## config.mk

```make
export PLATFORM = sky130hd
export DESIGN_NAME = knn_query_sequencer
export DESIGN_NICKNAME = d
export VERILOG_FILES = /design/src/rtl/knn_pkg.sv /design/src/rtl/knn_query_fifo.sv /design/src/rtl/knn_query_sequencer.sv
export SDC_FILE = /design/constraint.sdc
export NUM_CORES = 1
export LEC_CHECK = 0
export ABC_CLOCK_PERIOD_IN_PS = 3100
export BUFFER_PORTS_ARGS = -buffer_cell sky130_fd_sc_hd__buf_4
export CAP_MARGIN = 25
export CORE_AREA = 5 5 129 131
export CTS_CLUSTER_DIAMETER = 100
export DETAILED_ROUTE_END_ITERATION = 8
export DIE_AREA = 0 0 134 136
export PLACE_DENSITY = 0.55
export SLEW_MARGIN = 40
export SYNTH_ARGS = -nofsm -noshare
export SYNTH_HDL_FRONTEND = slang
export SYNTH_SLANG_ARGS = --single-unit
```

## constraint.sdc

```tcl
create_clock -name clk -period 3.1 [get_ports clk]
set_input_delay 0.465 -clock clk [delete_from_list [all_inputs] [get_ports clk]]
set_output_delay 0.465 -clock clk [all_outputs]
set_load 0.03 [all_outputs]
```

## src/rtl/knn_pkg.sv

```systemverilog
// knn_pkg: widths, sequencer states and the query record shared by the
// KNN query sequencer, its queue and the distance engine.
package knn_pkg;
   localparam int COORD_W = 8;
   localparam int LAT_W = 16;
   typedef enum logic [1:0] {IDLE, LAUNCH, WAIT, HOLD} state_t;
   typedef struct packed {
      logic signed [COORD_W-1:0] x;
      logic signed [COORD_W-1:0] y;
      logic                      k5;
   } query_t;
endpackage

```

## src/rtl/knn_query_fifo.sv

```systemverilog
// knn_query_fifo: registered circular query queue. A push while full is dropped.
// A pop while empty is dropped. Push and pop may happen in the same cycle.
module knn_query_fifo #(
   parameter int DEPTH = 4,
   parameter int W = 17
) (
   input  logic                     clk,
   input  logic                     reset,
   input  logic                     push,
   input  logic                     pop,
   input  logic [W-1:0]             din,
   output logic [W-1:0]             dout,
   output logic                     full,
   output logic                     empty,
   output logic [$clog2(DEPTH):0]   count
);
   localparam int AW = $clog2(DEPTH);
   logic [W-1:0] mem [DEPTH];
   logic [AW-1:0] wr_ptr, rd_ptr;
   logic do_push, do_pop;
   assign full = count == (AW+1)'(DEPTH);
   assign empty = count == '0;
   assign do_push = push && !full;
   assign do_pop = pop && !empty;
   assign dout = mem[rd_ptr];
   always_ff @(posedge clk or posedge reset) begin
      if (reset) begin
         wr_ptr <= '0;
         rd_ptr <= '0;
         count <= '0;
      end else begin
         if (do_push) wr_ptr <= wr_ptr + 1'b1;
         if (do_pop) rd_ptr <= rd_ptr + 1'b1;
         count <= count + {{AW{1'b0}}, do_push} - {{AW{1'b0}}, do_pop};
      end
   end
   always_ff @(posedge clk) begin
      if (do_push) mem[wr_ptr] <= din;
   end
endmodule

```

## src/rtl/knn_query_sequencer.sv

```systemverilog
// knn_query_sequencer: queues KNN queries and runs them one at a time through the distance engine.
// Define KNN_TIMEOUT_EN to add a WAIT-state watchdog that forces a result after TIMEOUT_CYCLES.
module knn_query_sequencer
   import knn_pkg::*;
#(
   parameter int FIFO_DEPTH = 4,
   parameter int TIMEOUT_CYCLES = 255
) (
   input  logic                      clk,
   input  logic                      reset,
   input  logic                      q_valid,
   output logic                      q_ready,
   input  logic signed [COORD_W-1:0] q_x,
   input  logic signed [COORD_W-1:0] q_y,
   input  logic                      q_k5,
   output logic                      eng_start,
   output logic signed [COORD_W-1:0] eng_x,
   output logic signed [COORD_W-1:0] eng_y,
   output logic                      eng_k5,
   input  logic                      eng_done,
   input  logic                      eng_class,
   output logic                      r_valid,
   input  logic                      r_ready,
   output logic                      r_class,
   output logic                      r_k5,
   output logic [LAT_W-1:0]          r_latency,
   output logic                      r_timeout,
   output logic                      busy,
   output logic [4:0]                pending
);
   localparam int CW = $clog2(FIFO_DEPTH) + 1;
`ifdef KNN_TIMEOUT_EN
   localparam bit TO_EN = 1'b1;
`else
   localparam bit TO_EN = 1'b0;
`endif
   state_t state, state_nx;
   query_t q_in, head;
   logic full, empty, pop, timeout_hit, finish;
   logic [CW-1:0] count;
   logic [LAT_W-1:0] lat_cnt, lat_inc;
   assign q_in = {q_x, q_y, q_k5};
   knn_query_fifo #(.DEPTH(FIFO_DEPTH), .W($bits(query_t))) u_fifo (
      .clk   (clk),
      .reset (reset),
      .push  (q_valid),
      .pop   (pop),
      .din   (q_in),
      .dout  (head),
      .full  (full),
      .empty (empty),
      .count (count)
   );
   assign q_ready = !full;
   assign pending = 5'(count);
   assign busy = state != IDLE;
   assign eng_start = state == LAUNCH;
   assign r_valid = state == HOLD;
   assign lat_inc = &lat_cnt ? lat_cnt : lat_cnt + 1'b1;
   assign timeout_hit = TO_EN && lat_cnt == LAT_W'(TIMEOUT_CYCLES);
   assign finish = state == WAIT && (eng_done || timeout_hit);
   always_ff @(posedge clk or posedge reset) begin
      if (reset) state <= IDLE;
      else state <= state_nx;
   end
   always_comb begin
      state_nx = state;
      pop = 1'b0;
      case (state)
         IDLE: begin
            pop = !empty;
            state_nx = empty ? IDLE : LAUNCH;
         end
         LAUNCH: state_nx = WAIT;
         WAIT: state_nx = finish ? HOLD : WAIT;
         HOLD: state_nx = r_ready ? IDLE : HOLD;
         default: state_nx = IDLE;
      endcase
   end
   // Operands are loaded on the pop edge and held until the next pop.
   always_ff @(posedge clk or posedge reset) begin
      if (reset) begin
         eng_x <= '0;
         eng_y <= '0;
         eng_k5 <= 1'b0;
         lat_cnt <= '0;
         r_class <= 1'b0;
         r_k5 <= 1'b0;
         r_latency <= '0;
      end else begin
         if (pop) begin
            eng_x <= head.x;
            eng_y <= head.y;
            eng_k5 <= head.k5;
         end
         if (state == LAUNCH) lat_cnt <= '0;
         else if (state == WAIT && !(&lat_cnt)) lat_cnt <= lat_cnt + 1'b1;
         if (finish) begin
            r_class <= eng_done & eng_class;
            r_k5 <= eng_k5;
            r_latency <= eng_done ? lat_inc : lat_cnt;
         end
      end
   end
`ifdef KNN_TIMEOUT_EN
   // A completion arriving on the watchdog cycle takes priority.
   always_ff @(posedge clk or posedge reset) begin
      if (reset) r_timeout <= 1'b0;
      else if (finish) r_timeout <= !eng_done;
   end
`else
   assign r_timeout = 1'b0;
`endif
endmodule
```

==> results.py <==
metrics = {
    "logic_synthesis": {
        "ys_warn_count": 0,
        "synth.top_cell.area_share_pct": 37.92,
        "synth_ff_type": "edfxtp_1",
        "syn_inst": 371,
        "async_flop_share_pct": 46.88,
        "ys_types": 50,
        "syn-cell-area_sq_um": 5385,
        "ys_seq_elements": 128,
        "synth-edff-count": 68,
        "syn_avg_cell_area_sq_um": 14.52,
        "synth.area.top_cells": "edfxtp_1 (38%), dfrtp_1 (28%), mux4_2 (7.1%), mux2_2 (3.6%), nand2_1 (2.3%)",
        "ys_seq_area_share_pct": 65.80,
        "yosys.area.top_type": "edfxtp_1",
    },
    "clock_network": {
        "cts_tree": "built",
        "clockBufferDepth": 2,
        "cts_setup_buffers": 0,
        "clkLatencyLatePin_ns": 0.42,
        "cts_max_level": 4,
        "clock_sinks": 128,
        "holdBufCountCts": 0,
        "cts.root.buffer_cell": "clkbuf_16",
        "numCtsBuffers": 17,
        "cts-resized-gates": 0,
        "path_clk_slew_ns": 0.06,
    },
    "timing": {
        "fin_crit_sh_pct": 80.23,
        "fmax_ghz": 0.4021,
        "period_needed_ns": 2.487,
        "setup_viol": 0,
        "worstMarginPinSlew_ns": 0.6788,
        "rsz0062_at_grt": "no",
        "drv_slew": 0,
        "max_slew_margin_pct": 54.75,
        "tns_ns": 0,
        "clock_skew_ns": 0.01014,
        "whs_ns": 0.01410,
        "final-hold-violation-count": 0,
    },
    "drt": {
        "via_per_inst": 4.898,
        "drtIter0Drc": 137,
        "drt_first_pass_iters": 5,
        "drc": 0,
        "wl_per_cell_um": 17.36,
        "drtAntennaViolNets": 0,
        "vias": 3179,
        "drt_wl_total_mm": 11.26,
    },
    "setup_path": {
        "reg2reg_slack_ns": 0.61,
        "end_kind": "register",
        "critPathMaxFanout": 13,
        "crit_type": "reg2reg",
        "cp.arrival_ns": 2.83,
        "cp.required_ns": 3.44,
        "start_kind": "register",
    },
    "power": {
        "vdd.ir_drop.worst_uv": 650.8,
        "fin_total_pwr_mw": 7.081,
        "p_per_area_nw_per_um2": 1057,
        "total_leakage_power_nw": 2.643,
    },
    "die": {
        "initial_core_util_pct": 34.78,
        "io_pins": 68,
        "fp.dieH_um": 136,
        "coreArea_sq_um": 15480,
        "die-area_sq_um": 18220,
        "die_x_um": 134,
        "rows": 46,
    },
    "grt": {
        "grt_usage_pct": 13.19,
        "grt_max_degree": 30,
        "first_global_vias": 3323,
        "grt_overflow": 0,
        "grt_pass1_wl_mm": 17.93,
        "antenna_found_initial": 0,
    },
    "cells_and_area": {
        "nFillCells": 1408,
        "multiInputGateArea_sq_um": 1684,
        "mostFrequentLayoutCell": "buf_4",
        "drive_above_1_share_pct": 33.26,
        "mostFrequentLayoutCells": "buf_4 (73), edfxtp_1 (68), dfrtp_1 (59)",
        "syn2layout_area_growth_pct": 24.40,
        "diodes": 0,
        "fin_nets": 475,
        "seqCellArea_sq_um": 3545,
    },
    "outcome": {
        "status": "complete, no violations",
    },
    "job": {
        "cap_violations": 0,
    },
    "placed_design": {
        "place_congestion": 0.8291,
        "port_buffers": 64,
        "hpwlAfterDp_mm": 7.419,
    },
    "hold_path": {
        "hold_class": "in2async",
    },
}
-- metal layers --
| metal | wire (um) | track usage [%] |
|---|---|---|
| met1 | 4746 | 15.43 |
| met2 | 5792 | 22.38 |
| met3 | 561 | 4.700 |
| met4 | 164 | 4.971 |
| met5 | 0 | 0 |
-- cells in the mapped netlist, types with 3 or more instances --
cell type / n
nand3_1: 8
nor3_1: 6
ha_1: 7
o21ai_0: 18
buf_4: 4
o21a_1: 3
o211ai_1: 3
clkbuf_1: 9
o31ai_1: 4
nor2_1: 19
inv_1: 11
buf_2: 3
edfxtp_1: 68
and3_1: 9
nand2_1: 33
dfrtp_1: 60
buf_6: 3
mux2_2: 17
nand4_1: 4
xor2_1: 4
a31oi_1: 3
xnor2_1: 12
a21oi_1: 10
mux2i_1: 4
mux4_2: 17
-- path summary, 6_finish.rpt --
| kind | from | end | cells past startpoint |
|---|---|---|---|
| min in group clk | r_ready | state[1] | 2 |
| worst max-delay path | lat_cnt[0] | lat_cnt[15] | 6 |
| worst min-delay path | reset | lat_cnt[7] | 2 |
| worst max register to register | lat_cnt[0] | lat_cnt[15] | 6 |
| max in group asynchronous | reset | r_class | 3 |
| worst min register to register | r_class | r_class | 2 |
-- critical path: stages (launching register included) --
cell and delay (ns):
dfrtp_1 0.43, ha_1 0.31, nand4_1 0.18, or4_1 0.71
a21oi_4 0.42, o21ba_2 0.22, mux2i_1 0.13
-- report_power, final --
group | total, mW | switching (mW) | internal (mW)
Sequential | 2.63 | 0.340 | 2.29
Combinational | 2.36 | 1.33 | 1.03
Clock | 2.09 | 0.741 | 1.35
-- logic make-up after synthesis --
logic type	after synthesis	share of synthesized area [%]
flops	128	65.80
simple gates	99	9.340
compound gates	48	5.669
mux	38	11.41
buf+inv	33	3.113
xor+xnor	16	2.602
fa+ha+maj	8	1.998
other cells	1	0.06964
-- through the flow --
step | setup slack [ns] | util (%) | std cells | area (sq um)
after detailed placement | 0.6428 | 39.26 | 617 | 6078
after CTS | 0.6222 | 43.27 | 649 | 6699
final | 0.6130 | 43.27 | 649 | 6699
after global routing | 0.4364 | 43.27 | 649 | 6699
after global placement | 0.7363 | 39.25 | 617 | 6077
after floorplan | 0.6320 | - | 373 | 5393
-- sequential cells by signal, summed over array words and instances, names as in the netlist --
register,flops
r_latency,16
state,2
lat_cnt,16
r_k5,1
u_fifo.count,3
u_fifo.rd_ptr,2
eng_y,8
u_fifo.wr_ptr,2
eng_x,8
eng_k5,1
r_class,1
u_fifo.mem,68
-- final cells by class --
type                            count  area share, %
Inverter                           11         0.6164
Tap cell                          192          3.586
Timing Repair Buffer               74          8.480
Sequential cell                   128          52.91
Clock buffer                       19          6.462
Clock inverter                     13          2.802
Multi-Input combinational cell    212          25.14
Power figures use the tool's default switching activity.
